<file path="src/rtl/muldiv_sequencer_pkg.sv">
// Shared constants, ALU op codes and state encoding for the multi-cycle mul/div sequencer.
package muldiv_sequencer_pkg;

  localparam int unsigned XLEN  = 32;
  localparam int unsigned CNT_W = 5;
  localparam logic [CNT_W-1:0] CNT_LAST = CNT_W'(31);

  localparam logic [2:0] ALU_MUL  = 3'b010;
  localparam logic [2:0] ALU_DIV  = 3'b011;
  localparam logic [2:0] ALU_REMU = 3'b100;

  typedef enum logic [1:0] {
    IDLE    = 2'd0,
    MUL_RUN = 2'd1,
    DIV_RUN = 2'd2,
    DONE    = 2'd3
  } muldiv_state_e;

endpackage

</file>
<file path="src/rtl/muldiv_sequencer_div_step.sv">
// One unsigned restoring-division iteration: shift the next dividend bit into the
// partial remainder, subtract the divisor if it fits, and shift the quotient bit in.
module div_step #(
  parameter int unsigned XLEN = muldiv_sequencer_pkg::XLEN
) (
  input  logic [XLEN:0]   i_rem,
  input  logic [XLEN-1:0] i_quo,
  input  logic [XLEN-1:0] i_divisor,
  output logic [XLEN:0]   o_rem,
  output logic [XLEN-1:0] o_quo
);

  logic [XLEN+1:0] w_shift;
  logic [XLEN+1:0] w_diff;
  logic            w_fits;

  // Partial remainder stays below the divisor, so the extra top bit gives a true sign.
  always_comb begin
    w_shift = {i_rem, i_quo[XLEN-1]};
    w_diff  = w_shift - {2'b00, i_divisor};
    w_fits  = ~w_diff[XLEN+1];
    o_rem   = w_fits ? w_diff[XLEN:0] : w_shift[XLEN:0];
    o_quo   = {i_quo[XLEN-2:0], w_fits};
  end

endmodule

</file>
<file path="src/rtl/muldiv_sequencer.sv">
// Iterative MUL / DIV / REMU unit that freezes the pipeline for 32 cycles per operation
// and presents the result for a single DONE cycle.
module muldiv_sequencer #(
  parameter int unsigned XLEN = muldiv_sequencer_pkg::XLEN
) (
  input  logic            i_clk,
  input  logic            i_rst,
  input  logic            i_start,
  input  logic [2:0]      i_alu_control,
  input  logic [XLEN-1:0] i_op_a,
  input  logic [XLEN-1:0] i_op_b,
  output logic            o_stall,
  output logic            o_busy,
  output logic            o_done,
  output logic [XLEN-1:0] o_result
);
  import muldiv_sequencer_pkg::*;

  muldiv_state_e    r_state;
  muldiv_state_e    w_next;
  logic [CNT_W-1:0] r_cnt;
  logic [XLEN-1:0]  r_mcand;
  logic [XLEN-1:0]  r_mplier;
  logic [XLEN-1:0]  r_prod;
  logic [XLEN-1:0]  r_quo;
  logic [XLEN-1:0]  r_divisor;
  logic [XLEN:0]    r_rem;
  logic             r_is_rem;
  logic             r_busy;
  logic             r_done;
  logic [XLEN-1:0]  r_result;

  logic             w_can_accept;
  logic             w_acc_mul;
  logic             w_acc_div;
  logic             w_acc_dz;
  logic             w_accept;
  logic             w_last;
  logic [XLEN-1:0]  w_prod_next;
  logic [XLEN:0]    w_rem_next;
  logic [XLEN-1:0]  w_quo_next;

  div_step #(.XLEN(XLEN)) u_div_step (
    .i_rem     (r_rem),
    .i_quo     (r_quo),
    .i_divisor (r_divisor),
    .o_rem     (w_rem_next),
    .o_quo     (w_quo_next)
  );

  // Next-state and accept decode; reset masks accepts so stall stays low.
  always_comb begin
    w_next       = r_state;
    w_can_accept = (r_state == IDLE) || (r_state == DONE);
    w_acc_mul    = 1'b0;
    w_acc_div    = 1'b0;
    w_acc_dz     = 1'b0;
    w_last       = (r_cnt == CNT_LAST);
    w_prod_next  = r_prod + (r_mplier[0] ? r_mcand : '0);

    if (w_can_accept && i_start && !i_rst) begin
      w_acc_mul = (i_alu_control == ALU_MUL);
      w_acc_div = ((i_alu_control == ALU_DIV) || (i_alu_control == ALU_REMU)) && (i_op_b != '0);
      w_acc_dz  = ((i_alu_control == ALU_DIV) || (i_alu_control == ALU_REMU)) && (i_op_b == '0);
    end
    w_accept = w_acc_mul || w_acc_div || w_acc_dz;

    case (r_state)
      IDLE, DONE: begin
        if (w_acc_mul)      w_next = MUL_RUN;
        else if (w_acc_div) w_next = DIV_RUN;
        else if (w_acc_dz)  w_next = DONE;
        else                w_next = IDLE;
      end
      MUL_RUN: if (w_last) w_next = DONE;
      DIV_RUN: if (w_last) w_next = DONE;
      default: w_next = IDLE;
    endcase
  end

  always_ff @(posedge i_clk) begin
    if (i_rst) begin
      r_state <= IDLE;
      r_busy  <= 1'b0;
      r_done  <= 1'b0;
    end else begin
      r_state <= w_next;
      r_busy  <= (w_next == MUL_RUN) || (w_next == DIV_RUN);
      r_done  <= (w_next == DONE);
    end
  end

  // Datapath: operand latch on accept, one iteration per run cycle, result on the last.
  always_ff @(posedge i_clk) begin
    if (i_rst) begin
      r_cnt     <= '0;
      r_mcand   <= '0;
      r_mplier  <= '0;
      r_prod    <= '0;
      r_quo     <= '0;
      r_divisor <= '0;
      r_rem     <= '0;
      r_is_rem  <= 1'b0;
      r_result  <= '0;
    end else if (w_acc_mul) begin
      r_mcand  <= i_op_a;
      r_mplier <= i_op_b;
      r_prod   <= '0;
      r_cnt    <= '0;
    end else if (w_acc_div) begin
      r_quo     <= i_op_a;
      r_divisor <= i_op_b;
      r_rem     <= '0;
      r_is_rem  <= (i_alu_control == ALU_REMU);
      r_cnt     <= '0;
    end else if (w_acc_dz) begin
      r_result <= (i_alu_control == ALU_REMU) ? i_op_a : '1;
    end else if (r_state == MUL_RUN) begin
      r_prod   <= w_prod_next;
      r_mcand  <= r_mcand << 1;
      r_mplier <= r_mplier >> 1;
      if (w_last) r_result <= w_prod_next;
      else        r_cnt    <= r_cnt + CNT_W'(1);
    end else if (r_state == DIV_RUN) begin
      r_rem <= w_rem_next;
      r_quo <= w_quo_next;
      if (w_last) r_result <= r_is_rem ? w_rem_next[XLEN-1:0] : w_quo_next;
      else        r_cnt    <= r_cnt + CNT_W'(1);
    end
  end

  assign o_stall  = w_accept || r_busy;
  assign o_busy   = r_busy;
  assign o_done   = r_done;
  assign o_result = r_result;

endmodule
</file>
<file path="config.mk">
export PLATFORM = sky130hd
export DESIGN_NAME = muldiv_sequencer
export DESIGN_NICKNAME = d
export VERILOG_FILES = /design/src/rtl/muldiv_sequencer_pkg.sv /design/src/rtl/muldiv_sequencer_div_step.sv /design/src/rtl/muldiv_sequencer.sv
export SDC_FILE = /design/constraint.sdc
export NUM_CORES = 1
export LEC_CHECK = 0
export CORE_UTILIZATION = 45
export CTS_BUF_LIST = sky130_fd_sc_hd__clkbuf_8
export DETAILED_ROUTE_END_ITERATION = 6
export PLACE_DENSITY = 0.62
export RECOVER_POWER = 100
export SYNTH_ARGS = -nofsm -noshare
export SYNTH_HDL_FRONTEND = slang
export SYNTH_HIERARCHICAL = 1
export SYNTH_SLANG_ARGS = --single-unit
</file>
<file path="constraint.sdc">
create_clock -name i_clk -period 4.17 [get_ports i_clk]
set_clock_uncertainty 0.15 [all_clocks]
set_input_delay 0.6255 -clock i_clk [delete_from_list [all_inputs] [get_ports i_clk]]
set_output_delay 0.6255 -clock i_clk [all_outputs]
set_load 0.01 [all_outputs]
</file>
# After elaboration in Yosys (flattened, before gate mapping)
# Index checks and enable logic that the tools add are counted.
dict set report totals {
  output_inout_bits 35
  in_bits 70
  elab_cells 99
  register_bits 235
}
dict set report op_classes {
  n_mux 36
  eq_ne 16
  reduce_logical 28
  bitwise 4
  n_addsub 3
}
# op n
set op_table {}
lappend op_table {{$mux 32} 20}
lappend op_table {{$mux 33} 5}
lappend op_table {{$sub 34x32->34} 1}
lappend op_table {{$add 32x32->32} 1}
lappend op_table {{$logic_not 32->1} 1}
lappend op_table {{$reduce_bool 32->1} 1}
lappend op_table {{$mux 5} 3}
lappend op_table {{$eq 2x2->1 const B} 4}
lappend op_table {{$mux 2} 4}
lappend op_table {{$ne 2x2->1 const B} 4}
lappend op_table {{$eq 3x2->1 const B} 2}
lappend op_table {{$logic_or 1x1->1} 6}
lappend op_table {{$ne 3x3->1 const B} 2}
lappend op_table {{$reduce_and 3->1} 2}
lappend op_table {{$reduce_bool 2->1} 3}
lappend op_table {{$reduce_or 2->1} 3}
lappend op_table {{$add 5x1->5 const B} 1}
lappend op_table {{$eq 5x5->1 const B} 1}
lappend op_table {{$reduce_and 5->1} 1}
lappend op_table {{$eq 2x1->1 const B} 2}
lappend op_table {{$logic_and 1x1->1} 4}
lappend op_table {{$not 1->1} 4}
lappend op_table {{$pmux 2 s2} 1}
lappend op_table {{$reduce_and 2->1} 2}
lappend op_table {{other kinds (7)} 9}

# Longest topological paths before layout
dict set report depth {
  depth_word 11
  depth_mapped 19
  depth_no_buf 16
}

# Cells and area by module
# Netlist, hierarchy kept.
# module area_each_um2 seq_area_each_um2 n_inst cells_per_inst
set by_module_without_submodules {}
lappend by_module_without_submodules {muldiv_sequencer 11846.4 4704.5 1 1557}
lappend by_module_without_submodules {div_step 2453.6 0.0 1 338}

# Worst setup path before layout
# No wires, ideal clock.
dict set report synth_timing {
  path_kind {flip-flop to flip-flop}
  startpoint {register r_divisor[6]}
  endpoint {register r_result[7] (netlist: o_result[7])}
  t_arrival_ps 3326
  required_ps 3892
  n_path_buf 2
  setup_ps 128
  slack_ps 566
  stages_incl_launch_ff 19
  period_less_slack_ps 3604
  path_cell_list {dfxtp_1 inv_1 ha_1 clkbuf_1 nand2_1 or3b_1 a211oi_2 o31ai_1 and3_4 o31ai_4 xor2_1 buf_4 mux2_1 mux2i_1 nor2_1 a211oi_1 nor3_1 a21oi_1 nor2_1}
}
dict set report synth_between {
  elab_chain_cells 7
}
# element line
set synth_rtl {}
lappend synth_rtl {{start, declared} muldiv_sequencer.sv:26} ;# logic [XLEN-1:0] r_divisor;
lappend synth_rtl {{start signal, assigned} muldiv_sequencer.sv:112} ;# r_divisor <= i_op_b;
lappend synth_rtl {{$sub 34x32->34} muldiv_sequencer_div_step.sv:20} ;# w_diff = w_shift - {2'b00, i_divisor};
lappend synth_rtl {{$mux 33} muldiv_sequencer_div_step.sv:22} ;# o_rem = w_fits ? w_diff[XLEN:0] : w_shift[XLEN:0];
lappend synth_rtl {{via w_rem_next[7]} muldiv_sequencer.sv:40} ;# logic [XLEN:0] w_rem_next;
lappend synth_rtl {{$mux 32 (2 in series)} muldiv_sequencer.sv:127} ;# if (w_last) r_result <= r_is_rem ? w_rem_next[XLEN-1:0] : w_quo_next;
lappend synth_rtl {{$mux 32} muldiv_sequencer.sv:124} ;# end else if (r_state == DIV_RUN) begin
lappend synth_rtl {{$mux 32} muldiv_sequencer.sv:118} ;# end else if (r_state == MUL_RUN) begin
lappend synth_rtl {{$mux 32} muldiv_sequencer.sv:116} ;# end else if (w_acc_dz) begin
lappend synth_rtl {{end signal, assigned} muldiv_sequencer.sv:117} ;# r_result <= (i_alu_control == ALU_REMU) ? i_op_a : '1;
lappend synth_rtl {{end signal, assigned} muldiv_sequencer.sv:122} ;# if (w_last) r_result <= w_prod_next;
lappend synth_rtl {{end signal, assigned} muldiv_sequencer.sv:127}
lappend synth_rtl {{end, declared} muldiv_sequencer.sv:31} ;# logic [XLEN-1:0] r_result;
# The timed path passes the listed nets, and every way through them passes these cells. The select of a mux whose other input is x is not followed.
# A chain may end at the register's enable or synchronous reset.

# Final worst setup path
dict set report layout_timing {
  startpoint {register r_divisor[8]}
  endpoint {register r_result[27] (netlist: o_result[27])}
}
# The elaborated chain is that of the path after synthesis.

==> flow_metrics.env <==
export IMPL_status="finished with violations"
export IMPL_violations="capacitance limit, slew limit"
export IMPL_num_rows=64
export IMPL_grt_setup_unrepaired="no"
export IMPL_holdPathStages=2
export IMPL_final_cell_mix="nand2_1 (397), dfxtp_1 (234), nor2_1 (179)"
export IMPL_cp_startpoint="r_divisor[8]"
export IMPL_end_kind="flip-flop"
export IMPL_async_reset_ff_share_pct=0
export IMPL_cts_max_path_buffers=3
export IMPL_remaining_drc_errors=0
export IMPL_cp_data_required_time_ns=4.48
export IMPL_first_pass_iters=5
export IMPL_synth_area_leaders="dfxtp_1 (33%), nand2_1 (10%), a311oi_1 (6.2%), a21oi_1 (6.2%), ha_1 (5.9%)"
export IMPL_arrival_ns=4.31
export IMPL_synth_top_cell_by_area="dfxtp_1"
export IMPL_gr_usage_met1_pct=36.7
export IMPL_min_from="o_result[4]"
export IMPL_synth_distinct_cells=70
export IMPL_grt_pass1_vias=12900
export IMPL_p_per_area_nw_per_um2=459
export IMPL_die_x_um=180
export IMPL_syn_inst=1895
export IMPL_htree_num_levels=2
export IMPL_yosysWarnings=6
export IMPL_use_met3_pct=4.24
export IMPL_fmax_mhz=250
export IMPL_cts_tree="built"
export IMPL_clk_latency_ns=0.55
export IMPL_worst_path_max_fanout=7
export IMPL_synth_fp_nets=2035
export IMPL_slew_violations=87
export IMPL_ant_nets=0
export IMPL_gp_congestion=0.922
export IMPL_hold_class="reg -> reg"
export IMPL_yosys_area_top_type_share_pct=32.9
export IMPL_cts_buffers=43
export IMPL_grt_max_degree=94
export IMPL_synthesis_area_um2=14300
export IMPL_ys_seq_area_share_pct=32.9
export IMPL_period_share_pct=96.0
export IMPL_hold_viol=0
export IMPL_wl_um=44000
export IMPL_wl_per_cell_um=18.7
export IMPL_grt_pass1_wl_um=70200
export IMPL_drive_above_1_share_pct=6.31
export IMPL_min_period_ns=4.01
export IMPL_antenna_found_initial=0
export IMPL_drt_initial_drc_count=1027
export IMPL_initial_core_util_pct=46.3
export IMPL_num_fill_cells=3070
export IMPL_dp_hpwl_um=31400
export IMPL_core_um2=30900
export IMPL_yosys_register_bits=235
export IMPL_power_mw=7.49
export IMPL_synth_area_per_cell_um2=7.55
export IMPL_ctsHoldBuffers=0
export IMPL_ios=105
export IMPL_portBuffers=104
export IMPL_worst_r2r_path_depth=16
export IMPL_clk_pin_slew_ns=0.06
export IMPL_setup_viol=0
export IMPL_relSlewSlack_pct=-29.2
export IMPL_critPathKind="reg -> reg"
export IMPL_reg2reg_from="r_divisor[8]"
export IMPL_numClockSinks=235
export IMPL_grtUsageMet2_pct=42.0
export IMPL_grt_total_usage_pct=26.6
export IMPL_tightest_slew_ns=1.94
export IMPL_cap_violations=2
export IMPL_num_vias=13800
export IMPL_finalSetupTns_ns=0
export IMPL_via_per_inst=5.86
export IMPL_final_common_cell="nand2_1"
export IMPL_startpoint_type="flip-flop"
export IMPL_grt_overflow=0
export IMPL_synth_top_flop_cell="dfxtp_1"
export IMPL_die_area_um2=32500
export IMPL_layout_nets=2065
export IMPL_p_leak_nw=6.10
export IMPL_root_buffer="clkbuf_8"
export IMPL_vdd_ir_drop_max_uv=404
export IMPL_synth_edff_count=0
export IMPL_top_usage_layer="met2"
export IMPL_diodes=0
export IMPL_dieHeight_um=180
export IMPL_area_delta_synth_final_pct=14.2
critical path, stage by stage, from the launching register on:
cell	delay (ns)
dfxtp_1	0.33
inv_1	0.05
ha_2	0.39
and3_1	0.18
or3b_1	0.40
a211oi_4	0.24
buf_4	0.16
nor4b_1	0.05
o31ai_1	0.45
a311o_1	0.27
a21oi_1	0.09
xnor2_1	0.21
mux2_1	0.23
mux2i_1	0.09
o311ai_0	0.34
a31oi_1	0.09
nor3_1	0.22
area by class of cell:
class	instances	area [um2]	share of cell area [%]
clock buffers	51	702	4.30
flip-flops and latches	235	4710	28.8
inverters	50	188	1.15
repair buffers	154	1490	9.10
multi-input cells	1441	8670	53.1
clock inverters	19	78.8	0.483
well taps	396	495	3.03
logic make-up (layout without fill, tap and decap cells):
group                    count (synthesis)  after routing  synth area share, %
AO/OA/AOI/OAI                          504            504                 24.0
XOR/XNOR                                61             61                 3.74
adder cells (fa/ha/maj)                 70             70                 6.23
buffers and inverters                  219            274                 6.76
flip-flops                             235            235                 32.9
multiplexers                            50             50                 3.74
AND/OR/NAND/NOR                        756            756                 22.6
power by group:
group / leakage [nW] / switching [mW] / internal [mW]
combinational: 3.74 / 1.71 / 1.32
clock: 0.458 / 0.978 / 1.10
sequential: 1.90 / 0.0674 / 2.32
sequential cells by signal, indices dropped and copies added (netlist names):
register	flops
r_mplier	32
r_is_rem	1
r_rem	33
r_cnt	5
o_result	32
r_divisor	32
r_state	2
r_quo	32
o_done	1
r_prod	32
r_mcand	32
o_busy	1
synthesized netlist by cell type (10+ instances only):
library cell,instances
o21a_1,12
a31oi_1,18
mux2_1,20
nor2_1,180
nor4_1,10
nand4_1,11
nor2b_1,24
nand3_1,45
a21oi_1,176
mux2i_1,23
nand2_1,397
xor2_1,24
buf_4,35
a21o_1,34
nor3_1,22
o21ai_0,48
and2_1,35
o211ai_1,14
ha_1,68
inv_1,50
clkbuf_1,123
o311ai_0,10
a211oi_1,25
a311oi_1,102
dfxtp_1,235
xnor2_1,37
final timing paths:
check             slack [ns]            to
hold reg to reg         0.30   o_result[4]
setup / recovery        0.16  o_result[27]
hold / removal          0.30   o_result[4]
setup reg to reg        0.16  o_result[27]
what timing repair did:
action,4_1_cts,5_1_grt
setup buffers,0,1
setup endpoints to repair,0,9
gates resized for setup,0,4
per-stage QoR:
step | instance area (um2) | hold WS (ns) | std cells | utilization, % | setup slack (ns)
final | 16300 | 0.299 | 2346 | 52.8 | 0.165
after floorplan | 14300 | 0.286 | 1895 | - | 0.566
after global routing | 16300 | 0.301 | 2346 | 52.8 | 0.0167
after CTS | 16400 | 0.275 | 2345 | 53.1 | 0.159
after detailed placement | 15600 | 0.297 | 2275 | 50.5 | 0.169
after global placement | 15600 | 0.291 | 2275 | 50.5 | 0.228
layer usage:
layer	vias to the layer above	wire [um]
li1	6720	-
met1	6516	20500
met2	438	19700
met3	83	2540
met4	0	1270
met5	-	0
Power figures use the tool's default switching activity.
